`config.mk`:
```
export PLATFORM = sky130hd
export DESIGN_NAME = sd_crc7
export DESIGN_NICKNAME = d
export VERILOG_FILES = /design/src/rtl/sd_cmd_pkg.sv /design/src/rtl/sd_crc7.sv
export SDC_FILE = /design/constraint.sdc
export NUM_CORES = 1
export LEC_CHECK = 0
export ABC_AREA = 0
export ABC_CLOCK_PERIOD_IN_PS = 800
export CORE_AREA = 2 2 39 41
export CTS_CLUSTER_DIAMETER = 150
export CTS_CLUSTER_SIZE = 30
export DETAILED_ROUTE_END_ITERATION = 6
export DIE_AREA = 0 0 41 43
export GPL_ROUTABILITY_DRIVEN = 0
export PLACE_DENSITY_LB_ADDON = 0.12
export SLEW_MARGIN = 20
export SYNTH_ARGS = -nofsm -noshare
export SYNTH_HDL_FRONTEND = slang
export SYNTH_SLANG_ARGS = --single-unit
```
`constraint.sdc`:
```
create_clock -name clk -period 0.8 [get_ports clk]
set_input_delay 0.16 -clock clk [delete_from_list [all_inputs] [get_ports clk]]
set_output_delay 0.16 -clock clk [all_outputs]
set_load 0.01 [all_outputs]
```
`src/rtl/sd_cmd_pkg.sv`:
```
// Shared definitions for the SD CMD-line response path: FSM encoding, CRC7
// polynomial and bit positions inside short (48-bit) and long (136-bit) frames.
package sd_cmd_pkg;

    localparam int SHORT_LEN = 48;
    localparam int LONG_LEN  = 136;
    localparam int FRAME_W   = LONG_LEN;

    // x^7 + x^3 + 1, implicit x^7 dropped
    localparam logic [6:0] CRC_POLY = 7'h09;

    typedef enum logic [1:0] {
        ST_IDLE  = 2'd0,
        ST_CRC   = 2'd1,
        ST_CHECK = 2'd2
    } state_t;

    localparam int S_START_BIT = SHORT_LEN - 1;
    localparam int S_TX_BIT    = SHORT_LEN - 2;
    localparam int S_IDX_MSB   = 45;
    localparam int S_IDX_LSB   = 40;
    localparam int S_ARG_MSB   = 39;
    localparam int S_ARG_LSB   = 8;

    localparam int L_START_BIT = LONG_LEN - 1;
    localparam int L_TX_BIT    = LONG_LEN - 2;
    localparam int L_IDX_MSB   = 133;
    localparam int L_IDX_LSB   = 128;
    localparam int L_DATA_MSB  = 127;

    localparam int CRC_MSB = 7;
    localparam int CRC_LSB = 1;
    localparam int END_BIT = 0;

    // first and last CRC-protected bit positions, as bit-counter values
    localparam logic [7:0] CRC_FIRST_S = 8'(SHORT_LEN - 1);
    localparam logic [7:0] CRC_FIRST_L = 8'(L_DATA_MSB);
    localparam logic [7:0] CRC_LAST    = 8'd8;

    localparam logic [5:0] R2_RSVD_IDX = 6'h3F;

endpackage

```
`src/rtl/sd_crc7.sv`:
```
// Serial CRC7 LFSR (SD command/response CRC), MSB-first, one bit per enabled cycle.
// Shared between the response checker and the command serializer.
module sd_crc7
    import sd_cmd_pkg::*;
(
    input  logic       clk,
    input  logic       reset,
    input  logic       clr,
    input  logic       en,
    input  logic       bit_in,
    output logic [6:0] crc
);

    logic [6:0] crc_q;
    logic [6:0] crc_d;
    logic       fb;

    always_comb begin
        fb    = bit_in ^ crc_q[6];
        crc_d = crc_q;
        if (clr) begin
            crc_d = 7'h00;
        end else if (en) begin
            crc_d = {crc_q[5:0], 1'b0} ^ (fb ? CRC_POLY : 7'h00);
        end
    end

    always_ff @(posedge clk or negedge reset) begin
        if (!reset) begin
            crc_q <= 7'h00;
        end else begin
            crc_q <= crc_d;
        end
    end

    assign crc = crc_q;

endmodule

```
### Word level (Yosys, flattened, before mapping)

Index checks and enable logic that the tools add are counted.

* multiplexer cells: 3
* bitwise operators: 2
* reduce and logical (&&, ||, !) cells: 1

Operator list (count)
* 7-bit 2-to-1 mux: 2
* 7-bit by 4-bit bitwise XOR with 7-bit output: 1
* 4-bit 2-to-1 mux: 1
* 2-bit nonzero test: 1
* 1-bit bitwise XOR: 1

* register bits: 7
* input port bits: 5
* output and inout port bits: 7
* logic and storage cells: 7

### Longest topological paths before layout

Gate-level depths: netlist of run 1.

* depth in word-level cells: 5
* gate-level depth with buffers: 4
* gate-level depth less buffers: 3

### Worst setup path after synthesis of run 1

OpenSTA, ideal clock, no wires.

* path type: register -> register
* from: register crc_q[6] (netlist: crc[6])
* to: register crc_q[3] (netlist: crc[3])
* setup time: 0.087 ns
* arrival: 0.845 ns
* data required time: 0.713 ns
* slack: -0.132 ns
* cell stages (with the launch flop): 4
* buffers on the path: 0
* cells stage by stage: dfrtp_1 xnor2_1 nand4b_1 o211ai_1

* longest elaborated chain between the ends: 5

Ends and longest elaborated chain
* start: declaration: line sd_crc7.sv:14 `logic [6:0] crc_q;`
* start signal: assignment: line sd_crc7.sv:32 `crc_q <= crc_d;`
* 1-bit bitwise XOR: line sd_crc7.sv:19 `fb = bit_in ^ crc_q[6];`
* 4-bit 2-to-1 mux: line sd_crc7.sv:24 `crc_d = {crc_q[5:0], 1'b0} ^ (fb ? CRC_POLY : 7'h00);`
* 7-bit by 4-bit bitwise XOR with 7-bit output: line sd_crc7.sv:24
* 7-bit 2-to-1 mux: line sd_crc7.sv:23 `end else if (en) begin`
* 7-bit 2-to-1 mux: line sd_crc7.sv:21 `if (clr) begin`

Every way passes these cells. The select of a mux whose other input is x is not followed.
A chain may end at the register's enable or synchronous reset.

### Final worst setup path of run 1

Same ends and word-level chain as after synthesis.

==> flow_metrics.env, run 1 <==
export IMPL_seqPwrFrac_pct=44.3
export IMPL_num_vias=297
export IMPL_power_density_nw_per_um2=1520
export IMPL_synthCells=28
export IMPL_multi_input_area_sq_um=139
export IMPL_firstDrtPassIters=2
export IMPL_crit_path_end_kind="flip-flop"
export IMPL_antenna_found_initial=0
export IMPL_io_pins=12
export IMPL_nets=59
export IMPL_synth_top_flop_cell="dfrtp_1"
export IMPL_synth_area_sq_um=308
export IMPL_hpwl_um=506
export IMPL_cts_tree="built"
export IMPL_crit_fanout=3
export IMPL_core_sq_um=1380
export IMPL_slowest_stage="dfrtp_1"
export IMPL_area_growth_pct=80.9
export IMPL_hold_viol=0
export IMPL_portBuffers=11
export IMPL_ant_nets=0
export IMPL_dp_cells=63
export IMPL_hold_class="input port to asynchronous set/reset pin"
export IMPL_final_core_util_pct=40.2
export IMPL_num_rows=14
export IMPL_rsz0062_at_grt="yes"
export IMPL_yosys_top_cells_count="nor2_1, dfrtp_1, mux2i_1"
export IMPL_use_met1_pct=11.8
export IMPL_ys_async_sr_fraction_pct=100
export IMPL_yosysSeqAreaShare_pct=56.9
export IMPL_grt_pass1_wl_um=1200
export IMPL_synth_simple_area_share_pct=15.0
export IMPL_diodes=0
export IMPL_wl_per_cell_um=10.8
export IMPL_largest_reg_flops=7
export IMPL_path_class="flip-flop to flip-flop"
export IMPL_pwr_share_clk_pct=39.0
export IMPL_grt_use_total_pct=10.8
export IMPL_drtIter0Drc=1
export IMPL_path_cells="buf_6 > xnor2_4 > nand4b_1 > o211ai_1"
export IMPL_start_util_pct=22.2
export IMPL_cts_made_buffers=3
export IMPL_holdWs_ns=0.178
export IMPL_setup_tns_ns=-1.36
export IMPL_grt_overflow_total=0
export IMPL_clock_latency_ns=0.25
export IMPL_synthMuxAreaShare_pct=16.3
export IMPL_seq_area_sq_um=175
export IMPL_grt_most_used_layer="met2"
export IMPL_yosysTopAreaCellShare_pct=56.9
export IMPL_ir_drop_mv=0.837
export IMPL_synth_xor_area_share_pct=2.85
export IMPL_slew_headroom_pct=77.1
export IMPL_cts_path_max_buffers=2
export IMPL_ys_ff_latch=7
export IMPL_die_area_sq_um=1760
export IMPL_max_cap_violations=0
export IMPL_period_needed_ns=0.955
export IMPL_die_height_um=43
export IMPL_finalClockSkew_ns=0.000371
export IMPL_layout_setup_ws_ns=-0.155
export IMPL_synth_fp_nets=33
export IMPL_cp_start_kind="flip-flop"
export IMPL_fillCellCount=139
export IMPL_synth_cell_types=10
export IMPL_grt_use_met2_pct=14.7
export IMPL_status="finished with violations"
export IMPL_met3_usage_pct=4.71
export IMPL_leakagePower_nw=0.288
export IMPL_yosysMostFrequentCell="nor2_1"
export IMPL_fmax_ghz=1.05
export IMPL_grt_start_max_net_pins=8
export IMPL_clkSinkCount=7
export IMPL_synth_area_leaders="dfrtp_1, mux2i_1, nor2_1, nand4b_1, xnor2_1"
export IMPL_maxSlewViolCount=0
export IMPL_violations="setup timing"
export IMPL_avgSynthCellArea_sq_um=11.0
export IMPL_period_share_pct=119
export IMPL_drive_above_1_share_pct=43.4
export IMPL_synth_top_family_by_area="multiplexers"
export IMPL_rr_startpoint="crc[6]"
export IMPL_yosys_area_top_type="dfrtp_1"
export IMPL_yosysWarnings=0
export IMPL_cts_htree_levels=1
export IMPL_cts_root_buffer="clkbuf_4"
export IMPL_drc_errors=0
export IMPL_via_per_inst=4.30
export IMPL_switching_share_pct=24.4
export IMPL_routed_wl_um=744
export IMPL_worstPathArrival_ns=1.12
export IMPL_tightest_slew_ns=0.343
export IMPL_p_int_w=0.000640
export IMPL_path_clk_slew_ns=0.06
export IMPL_critical_path_max_stage_delay_ns=0.38
export IMPL_setup_viol=11
export IMPL_p_comb_share_pct=16.7
export IMPL_worstRegToRegCells=4
export IMPL_synth_edf_count=0
export IMPL_grt_pass1_vias=289
export IMPL_synth_adder_area_share_pct=0
export IMPL_synth_compound_area_share_pct=4.88
export IMPL_die_x_um=41
export IMPL_p_sw_w=0.000207
export IMPL_crit_required_ns=0.96
export IMPL_final_cells=69
export IMPL_crit_start="crc[6]"
## per-stage QoR
step / area, sq um / power, W / worst slack [ns]
floorplan: 315 / 0.000433 / -0.0801
global placement: 508 / 0.000516 / -0.371
detailed placement: 508 / 0.000517 / -0.368
CTS: 526 / 0.000865 / -0.179
global route: 557 / 0.000913 / -0.237
finish: 557 / 0.000847 / -0.155
## placed cells by master (no fill, tap or decap)
master and n:
nand2_1 2, buf_4 5, o211ai_1 1, mux2i_1 5, nor2_1 8, a211oi_1 1, xnor2_4 1, dfrtp_1 7
clkbuf_1 1, nand4b_1 1, buf_2 6, clkbuf_4 3, clkdlybuf4s50_1 3, dlygate4sd2_1 1, buf_6 8
## final timing paths
kind	end	slack [ns]
worst max-delay path	crc[3]	-0.16
worst min-delay path	crc[0]	0.18
worst max register to register	crc[3]	-0.16
worst min register to register	crc[4]	0.62
max in group asynchronous	crc[3]	0.37
min in group clk	crc[0]	0.43
## routing by layer
metal	part of all wire [%]	vias to the layer above	routed length (um)
li1	-	146	-
met1	41	141	308
met2	52	8	386
met3	5.4	2	40
met4	1.1	0	8
met5	0	-	0
## logic make-up (layout without fill, tap and decap cells)
kind of cell | count (synthesis) | in the layout
AND/OR/NAND/NOR | 11 | 11
flip-flops | 7 | 7
multiplexers | 5 | 5
AO/OA/AOI/OAI | 2 | 2
buffers and inverters | 2 | 27
XOR/XNOR | 1 | 1
## layout make-up
| cell class | instances | share of cell area [%] |
|---|---|---|
| Clock buffer | 4 | 4.72 |
| Multi-Input combinational cell | 19 | 24.9 |
| Sequential cell | 7 | 31.5 |
| Tap cell | 16 | 3.60 |
| Timing Repair Buffer | 23 | 35.3 |
## worst max-delay path, delay by kind of cell (launching register included)
kind / cells / cell delay (ns)
AOI/OAI and AO/OA: 1 / 0.10
xor gates and xnor gates: 1 / 0.15
buffers and inverters: 1 / 0.13
DFF: 1 / 0.38
and+or+nand+nor: 1 / 0.11
## power by group through the flow
stage,clock (W),sequential (W),combinational [W]
floorplan,0,0.000388,0.0000445
global placement,0,0.000379,0.000137
detailed placement,0,0.000380,0.000137
CTS,0.000356,0.000374,0.000135
global route,0.000384,0.000376,0.000154
finish,0.000331,0.000375,0.000141
## repair_timing
item                                    4_1_cts  5_1_grt
endpoints found under the setup margin       14       14
cloned                                        1        0
buffers inserted                              1        2
resized for setup                            33        6
hold buffers                                  0        0
pin swaps                                     1        3
Power figures use the tool's default switching activity.
==> run 2: changes to the inputs <==
ABC_CLOCK_PERIOD_IN_PS = 1000   (was 800)
clock period = 1 ns   (was 0.8 ns; I/O delays follow)
==> run 2 against run 1 <==
  * The run now ends clean
  * Via count shrank 8.4%
  * Register-to-register slack improved by 0.18 ns
  * Utilization fell by 2.8 points
  * Hold slack better by 0.035 ns
  * Sequential share of layout area grew 2.4 points
  * Non-clock buffer count is 2 lower
  * Setup slack improved by 0.18 ns
  * Global-route usage is 0.52 points lower
  * Largest power group unchanged
==> flow_metrics.env, run 2 (synthesis gave the netlist of run 1 again) <==
export IMPL_hold_viol=0
export IMPL_cts_htree_levels=1
export IMPL_crit_required_ns=1.16
export IMPL_grt_overflow_total=0
export IMPL_crit_fanout=3
export IMPL_slowest_stage="dfrtp_1"
export IMPL_portBuffers=11
export IMPL_firstDrtPassIters=1
export IMPL_setup_tns_ns=0
export IMPL_power_density_nw_per_um2=1270
export IMPL_fmax_ghz=1.02
export IMPL_reg2reg_to="crc[3]"
export IMPL_ant_nets=0
export IMPL_die_area_sq_um=1760
export IMPL_largest_reg_flops=7
export IMPL_routed_wl_um=653
export IMPL_cts_made_buffers=3
export IMPL_leakagePower_nw=0.274
export IMPL_rsz0062_at_grt="yes"
export IMPL_placedInstanceArea_sq_um=500
export IMPL_antenna_found_initial=0
export IMPL_worstRegToRegCells=4
export IMPL_path_clk_slew_ns=0.05
export IMPL_area_growth_pct=68.3
export IMPL_path_class="flip-flop to flip-flop"
export IMPL_num_vias=272
export IMPL_drc_errors=0
export IMPL_max_cap_violations=0
export IMPL_io_pins=12
export IMPL_clock_latency_ns=0.25
export IMPL_core_sq_um=1380
export IMPL_cts_path_max_buffers=2
export IMPL_num_rows=14
export IMPL_drive_above_1_share_pct=41.2
export IMPL_rrSetupSlack_ns=0.02
export IMPL_clkSinkCount=7
export IMPL_holdWs_ns=0.214
export IMPL_maxSlewViolCount=0
export IMPL_status="finished, final reports clean"
export IMPL_wl_per_cell_um=9.75
export IMPL_ir_drop_mv=0.540
export IMPL_setup_viol=0
export IMPL_tightest_slew_ns=0.322
export IMPL_path_cells="buf_6 > xnor2_4 > nand4b_1 > o211ai_1"
export IMPL_cts_root_buffer="clkbuf_4"
export IMPL_worstPathArrival_ns=1.14
export IMPL_critical_path_max_stage_delay_ns=0.38
export IMPL_hpwl_um=493
export IMPL_hold_class="input port to asynchronous set/reset pin"
export IMPL_grt_use_total_pct=10.3
export IMPL_start_util_pct=22.2
export IMPL_nets=57
export IMPL_finalClockSkew_ns=0.000933
export IMPL_cp_start_kind="flip-flop"
export IMPL_crit_path_end_kind="flip-flop"
export IMPL_grt_pass1_vias=268
export IMPL_die_x_um=41
export IMPL_layout_common_cells="nor2_1, buf_4, dfrtp_1, buf_2, mux2i_1"
export IMPL_final_cell_area_sq_um=518
export IMPL_rr_startpoint="crc[6]"
export IMPL_period_needed_ns=0.977
export IMPL_final_core_util_pct=37.4
export IMPL_postCtsSetupRepairBufs=0
export IMPL_grt_pass1_wl_um=1140
export IMPL_diodes=0
export IMPL_grt_start_max_net_pins=11
export IMPL_via_per_inst=4.06
export IMPL_slew_headroom_pct=78.4
export IMPL_period_share_pct=97.7
export IMPL_cts_tree="built"
export IMPL_die_height_um=43
export IMPL_drtIter0Drc=0
## run 2: worst max-delay path: cells and delay by family, from the launching register on
kind,cells,cell delay [ns]
xor+xnor,1,0.17
compound gates,1,0.10
buf+inv,1,0.13
simple gates,1,0.11
flops,1,0.38
## run 2: layout make-up
type | count | area [sq um]
Sequential cell | 7 | 175
Timing Repair Buffer | 21 | 158
Tap cell | 16 | 20.0
Clock buffer | 4 | 26.3
Multi-Input combinational cell | 19 | 139
Fill cell | 150 | 866
## run 2: timing repair
action	CTS	global route
hold buffers	0	0
gates resized for setup	30	2
pin swaps	1	3
setup endpoints to repair	9	3
## run 2: worst max-delay path by stage
stage	end	startpoint	slack, ns
2_1_floorplan	crc[3]	crc[6]	0.07
3_5_place_dp	crc[3]	bit_in	-0.22
6_report	crc[3]	crc[6]	0.02
4_1_cts	crc[3]	crc[6]	0.004
3_3_place_gp	crc[4]	en	-0.21
5_1_grt	crc[3]	crc[6]	-0.05
## run 2: stage by stage
step                      setup WS (ns)  instances  power, W
after floorplan                  0.0681         28  0.000345
after global placement           -0.209         63  0.000410
after detailed placement         -0.221         63  0.000411
after CTS                       0.00410         67  0.000676
after global routing            -0.0461         67  0.000701
final                            0.0232         67  0.000657
## run 2: report_power, final
part	switching, W	internal (W)	leakage, nW
registers	0.00000449	0.000294	0.0954
logic	0.0000450	0.0000591	0.164
clock network	0.000103	0.000152	0.0150
total	0.000152	0.000505	0.274
## run 2: per-layer routing
metal	share of wire [%]	wire (um)	track usage (%)
met4	0	0	10.0
met1	48	315	14.4
met3	6.7	44	3.14
met2	45	293	11.6
met5	0	0	0
